==> src/rtl/bf16_result_buffer.sv <==
// First-word-fall-through result FIFO behind the BF16 execution units.
// Stores {result, fpcsr, op}, presents the head via valid/ready, and keeps sticky flags.
module bf16_result_buffer #(
  parameter int DEPTH  = 4,
  parameter int DATA_W = 16,
  parameter int FLAG_W = 4,
  parameter int OP_W   = 4
) (
  input  logic                       clk,
  input  logic                       reset,
  input  logic                       in_valid,
  output logic                       in_ready,
  input  logic [DATA_W-1:0]          in_result,
  input  logic [FLAG_W-1:0]          in_fpcsr,
  input  logic [OP_W-1:0]            in_op,
  output logic                       out_valid,
  input  logic                       out_ready,
  output logic [DATA_W-1:0]          out_result,
  output logic [FLAG_W-1:0]          out_fpcsr,
  output logic [OP_W-1:0]            out_op,
  output logic [$clog2(DEPTH):0]     count,
  output logic [FLAG_W-1:0]          sticky_fpcsr,
  output logic                       overflow,
  input  logic                       clear_sticky
);

  localparam int PTR_W   = $clog2(DEPTH);
  localparam int CNT_W   = PTR_W + 1;
  localparam int ENTRY_W = DATA_W + FLAG_W + OP_W;
  localparam logic [CNT_W-1:0] FULL_CNT = CNT_W'(DEPTH);

  typedef enum logic [1:0] {
    EMPTY   = 2'd0,
    PARTIAL = 2'd1,
    FULL    = 2'd2
  } occ_e;

  occ_e                state_q, state_d;
  logic [ENTRY_W-1:0]  mem_q [DEPTH];
  logic [PTR_W-1:0]    wr_ptr_q, wr_ptr_d;
  logic [PTR_W-1:0]    rd_ptr_q, rd_ptr_d;
  logic [CNT_W-1:0]    count_q, count_d;
  logic [FLAG_W-1:0]   sticky_q, sticky_d;
  logic                overflow_q, overflow_d;
  logic                push, pop;
  logic [ENTRY_W-1:0]  head;

  assign in_ready  = (state_q != FULL);
  assign out_valid = (state_q != EMPTY);
  assign push      = in_valid & in_ready;
  assign pop       = out_valid & out_ready;
  assign head      = mem_q[rd_ptr_q];

  // Occupancy classification mirrors count so handshakes come straight from a register.
  always_comb begin
    count_d    = count_q;
    wr_ptr_d   = wr_ptr_q;
    rd_ptr_d   = rd_ptr_q;
    state_d    = state_q;
    sticky_d   = (clear_sticky ? '0 : sticky_q) | (push ? in_fpcsr : '0);
    overflow_d = (clear_sticky ? 1'b0 : overflow_q) | (in_valid & ~in_ready);
    if (push) wr_ptr_d = wr_ptr_q + PTR_W'(1);
    if (pop)  rd_ptr_d = rd_ptr_q + PTR_W'(1);
    case ({push, pop})
      2'b10:   count_d = count_q + CNT_W'(1);
      2'b01:   count_d = count_q - CNT_W'(1);
      default: count_d = count_q;
    endcase
    if (count_d == '0)
      state_d = EMPTY;
    else if (count_d == FULL_CNT)
      state_d = FULL;
    else
      state_d = PARTIAL;
  end

  always_ff @(posedge clk or negedge reset) begin
    if (!reset) begin
      state_q    <= EMPTY;
      wr_ptr_q   <= '0;
      rd_ptr_q   <= '0;
      count_q    <= '0;
      sticky_q   <= '0;
      overflow_q <= 1'b0;
      for (int i = 0; i < DEPTH; i++) mem_q[i] <= '0;
    end else begin
      state_q    <= state_d;
      wr_ptr_q   <= wr_ptr_d;
      rd_ptr_q   <= rd_ptr_d;
      count_q    <= count_d;
      sticky_q   <= sticky_d;
      overflow_q <= overflow_d;
      if (push) mem_q[wr_ptr_q] <= {in_result, in_fpcsr, in_op};
    end
  end

  // Empty buffer presents zeros rather than stale storage.
  always_comb begin
    out_result = '0;
    out_fpcsr  = '0;
    out_op     = '0;
    if (out_valid) begin
      out_result = head[ENTRY_W-1 -: DATA_W];
      out_fpcsr  = head[OP_W +: FLAG_W];
      out_op     = head[OP_W-1:0];
    end
  end

  assign count        = count_q;
  assign sticky_fpcsr = sticky_q;
  assign overflow     = overflow_q;

endmodule
==> config.mk <==
export PLATFORM = sky130hd
export DESIGN_NAME = bf16_result_buffer
export DESIGN_NICKNAME = d
export VERILOG_FILES = /design/src/rtl/bf16_result_buffer.sv
export SDC_FILE = /design/constraint.sdc
export NUM_CORES = 1
export LEC_CHECK = 0
export CORE_MARGIN = 5
export CORE_UTILIZATION = 56
export CTS_CLUSTER_SIZE = 10
export DETAILED_ROUTE_END_ITERATION = 8
export PLACE_DENSITY = 0.91
export SETUP_SLACK_MARGIN = 0.15
export SYNTH_ARGS = -nofsm -noshare
export SYNTH_HDL_FRONTEND = slang
export SYNTH_SLANG_ARGS = --single-unit
==> constraint.sdc <==
create_clock -name clk -period 3.9 [get_ports clk]
set_input_delay 0.78 -clock clk [delete_from_list [all_inputs] [get_ports clk]]
set_output_delay 0.78 -clock clk [all_outputs]
set_load 0.03 [all_outputs]
Yosys cells after proc, flatten, opt, wreduce, memory -nomap -nowiden --
Cells that the tools add are included.
Storage, ports and cells: register bits 110, input bits 29, output and inout bits 34, logic and storage cells 47
Cells by class: $add $sub $neg 4, $lt $le $gt $ge 3, equality and inequality tests 4, multiplexer cells 15, bitwise operators 8, reductions and logical operators 3
Operator list (count):
- $bwmux 96 | 1
- $mux 24 | 3
- $bmux 24 s2 | 1
- $demux 24 s2 | 1
- $mux 16 | 1
- $mux 4 | 4
- $ge 3x3->1 const B | 2
- $not 2->3 | 2
- $pmux 3 s2 | 1
- $add 2x1->2 const B | 2
- $mux 2 | 2
- $or 4x4->4 | 1
- $add 3x1->3 const B | 1
- $and 1x1->1 | 3
- $eq 3x3->1 const B | 1
- $logic_not 3->1 | 1
- $lt 3x1->1 const B | 1
- $sub 3x1->3 const B | 1
- $eq 2x1->1 const B | 1
- $eq 2x2->1 const B | 1
- $ne 2x2->1 const B | 1
- $reduce_bool 2->1 | 1
- $logic_and 1x1->1 | 1
- $mux 1 | 1
- 2 further kinds | 2

Depth between registers and ports, before layout --
depth after elaboration 7, gate-level depth with buffers 11, mapped depth without buffers 9

Worst setup path before layout --
Ideal clock, no wire load.
kind input-to-reg, start input port in_valid, end register state_q[1], setup time 0.078 ns, arrival 2.479 ns, data required time 3.822 ns, slack 1.344 ns, stages on the path 10, path buffers 2, cell sequence buf_2 -> and2_1 -> clkbuf_2 -> inv_1 -> ha_1 -> inv_1 -> fa_1 -> xor2_1 -> or3_1 -> a21oi_1
On the way: cells in the longest elaborated chain, start to end 6, elaborated cells on any way between the ends 8, those cells by class 3 x eq/ne; 3 x mux; 1 x bitwise; 1 x reduce/logical
RTL lines:
- start: declaration | line 11 | input logic in_valid,
- $and 1x1->1 (*) | line 50 | assign push = in_valid & in_ready;
- $eq 2x1->1 / $eq 2x2->1 (equally long branches) | line 64 | case ({push, pop})
- $pmux 3 s2 (*) | line 64
- $eq 3x3->1 | line 71 | else if (count_d == FULL_CNT)
- $mux 2 | line 71
- $mux 2 (*) | line 69 | if (count_d == '0)
- named net state_d[1] | line 38 | occ_e state_q, state_d;
- end signal: assignment | line 87 | state_q <= state_d;
- end: declaration | line 38
The timed path passes the listed nets; every way through them passes the cells marked *. A chain may end at the register's enable or synchronous reset.

Worst setup path in the final report --
start register rd_ptr_q[0], end output port out_result[15]
On the way: cells in the longest elaborated chain, start to end 5
RTL lines:
- start: declaration | line 41 | logic [PTR_W-1:0] rd_ptr_q, rd_ptr_d;
- start signal: assignment | line 89 | rd_ptr_q <= rd_ptr_d;
- $not 2->3 (implied by the code) | line 52 | assign head = mem_q[rd_ptr_q];
- $bmux 24 s2 | line 52
- $mux 24 (implied by the code) (2 in a row) | line 52
- $mux 16 | line 102 | if (out_valid) begin
- end: declaration | line 18 | output logic [DATA_W-1:0] out_result,
No other way between the ends. The select of a mux whose other input is x is not followed.

==> reports/summary.txt <==
Die X = 105.3 µm
Peak supply drop = 0.6258 mV
CTS tree = built
Register area share after synthesis = 54.08%
Worst setup margin = 0.4456 ns
Final hold viol count = 0
Top FF cell, synth = dfrtp_1
Postcts setup bufs = 0
TritonCTS Buffers = 9
Congestion Overflow GR = 0
Routed wl met2 = 4919 µm
Post-synth cell types = 30
RSZ-0062 raised after global routing = no
Worst-skew pair later-pin latency = 0.37 ns
Wl on met1 = 4117 µm
Fmax = 289.5 MHz
Clock root buffer = clkbuf_8
Slowest-stage cell, CP = dfrtp_2
Tcrit/Tclk final = 88.57%
Skew final = 0.008524 ns
Critical Path End Type = primary output
Commonest non-fill, non-tap cells in the layout = dfrtp_1, mux2_2, clkdlybuf4s50_1
Post-synth EDFFs = 0
DR WL/cell = 19.79 µm
FF+latch count, synth = 110
Mapped Avg Cell Area = 16.06 µm²
Share of the synthesized area in the top cell type = 54.08%
Worst slack, placed = 0.6946 ns
DRT iter0 DRCs = 47
Worst hold-check path type = in -> async
Vias in the first global route = 3222
Post-Route WL = 9658 µm
Max cap viols = 0
Synthesized area = 5090 µm²
CTS Hold Buffers Added = 0
DR vias/cell = 5.775
Fillers = 625
Die area = 11100 µm²
Num rows = 34
Top Ports = 63
Reg-to-Reg Start = state_q[0]$_DFF_PN0_
CTS clk-pin slew, worst paths = 0.09 ns
DR vias = 2818
Critical Path AT = 2.67 ns
Core box area = 8806 µm²
Worst r2r path cells = 9
FF-to-FF setup slack = 1.36 ns
Max-slew headroom at the worst pin = 49.18%
Initial antenna violation count = 0
# nets final = 410
Max Root-Sink Buffers = 2
Layout cells sized above 1 = 36.84%
# clock sinks = 110
Ys async rst share = 100.0%
Final Slew Violations = 0
Largest net degree at the start of global routing = 60
I/O Buffers = 62
Setup TNS = 0 ns
Status = finished clean
DR top layer = met4
Die height = 105.3 µm
Leak = 2.486 nW
Post-detail-place hpwl = 6448 µm
Minimum clock period = 3.454 ns
Largest cells by area after synthesis = dfrtp_1, mux2_2, mux4_2
Mapped Cells = 317
Routed Antenna Nets = 0
Cell chain of the critical path = buf_4 > mux4_1 > and2_1 > clkdlybuf4s50_1
R2R Path End = state_q[1]$_DFF_PN0_
CTS H-tree depth = 3
First-pass GRT wire length = 16080 µm
Routed wl met3 = 426 µm
P&R area growth vs syn = 15.81%
Ant diodes = 0
Slew @ Worst Pin = 0.7623 ns
Crit Path Class = reg -> out
CP Max Fanout = 14
Starting Density = 57.80%
Most common cell after layout, fill and taps aside = dfrtp_1
Net count after synthesis = 352
DRC = 0
WP data required = 3.12 ns
Final setup vio count = 0
Power Density = 955.4 nW/µm²
Startpoint Class = flip-flop
Slowest cell delay on critical path = 0.68 ns
Drt pass-1 iters = 4
Last weighted congestion value of the routability-driven placer = 0.7181
# resized after CTS = 0
Synth area leader = dfrtp_1
Total track usage = 18.34%
Synth warnings = 0
-- logic make-up after synthesis --
group,Yosys count,share of synthesized area [%]
AO/OA/AOI/OAI,9,1.278
XOR/XNOR,5,0.8605
adder cells (fa/ha/maj),6,1.622
buffers and inverters,29,4.302
flip-flops,110,54.08
multiplexers,121,32.50
AND/OR/NAND/NOR,37,5.359
-- worst max-delay path by stage --
stage                     slack [ns]  depth (start not counted)                    to                     from
final                           0.45                          4        out_result[15]  rd_ptr_q[0]$_DFFE_PN0N_
after global routing            0.31                          4          out_fpcsr[3]  rd_ptr_q[0]$_DFFE_PN0N_
after CTS                       0.40                          4        out_result[15]  rd_ptr_q[0]$_DFFE_PN0N_
after detailed placement        0.69                          9  state_q[1]$_DFF_PN0_                 in_valid
after global placement          0.77                          9  state_q[1]$_DFF_PN0_                 in_valid
after floorplan                 1.34                         10  state_q[1]$_DFF_PN0_                 in_valid
-- area by class of cell --
| class | count | area (µm²) | share of cell area, % |
|---|---|---|---|
| tap | 108 | 135.1 | 2.293 |
| inverter | 9 | 33.78 | 0.5731 |
| multi-input combinational | 178 | 2118 | 35.94 |
| clock buffer | 11 | 151.4 | 2.568 |
| sequential | 110 | 2754 | 46.72 |
| clock inverter | 5 | 33.78 | 0.5731 |
| timing repair buffer | 67 | 668.1 | 11.34 |
-- sequential cells by signal, indices dropped and copies added (netlist names) --
signal	flops
mem_q	96
count	3
sticky_fpcsr	4
wr_ptr_q	2
rd_ptr_q	2
state_q	2
overflow	1
-- critical path, delay by kind of cell, from the launching register on --
| family | cells | cell delay [ns] |
|---|---|---|
| and+or+nand+nor | 1 | 0.19 |
| buffers and inverters | 2 | 0.87 |
| DFF | 1 | 0.68 |
| muxes | 1 | 0.57 |
-- per-layer routing --
metal / vias to the layer above / global-route usage, %
li1: 1265 / -
met3: 22 / 4.523
met4: 0 / 7.029
met5: - / 0
met1: 1460 / 22.36
met2: 71 / 31.56
-- metrics by stage --
stage / util, % / hold slack (ns) / total power, mW / instance area [µm²] / instances
floorplan: - / 0.4555 / 4.137 / 5090 / 317
global placement: 64.83 / 0.4698 / 4.911 / 5709 / 472
detailed placement: 64.83 / 0.4856 / 5.056 / 5709 / 472
CTS: 66.94 / 0.4767 / 5.699 / 5894 / 488
global route: 66.94 / 0.5102 / 5.941 / 5894 / 488
finish: 66.94 / 0.4772 / 5.632 / 5894 / 488
-- report_power, final --
group          internal [mW]  switching [mW]
logic                   1.60            1.37
registers               1.71           0.326
clock network          0.266           0.370
total                   3.57            2.06
-- cells in the mapped netlist (2+ instances only) --
library cell  count
mux4_1            6
nand3_1           2
buf_12            2
mux2_2           95
xnor2_1           3
xor2_1            2
ha_1              5
buf_6             9
mux4_2           18
inv_1             9
dfrtp_1         110
and2_1           26
buf_2             4
o21ai_0           2
a22o_1            4
nand3_4           4
clkbuf_1          3
Power figures use the tool's default switching activity.
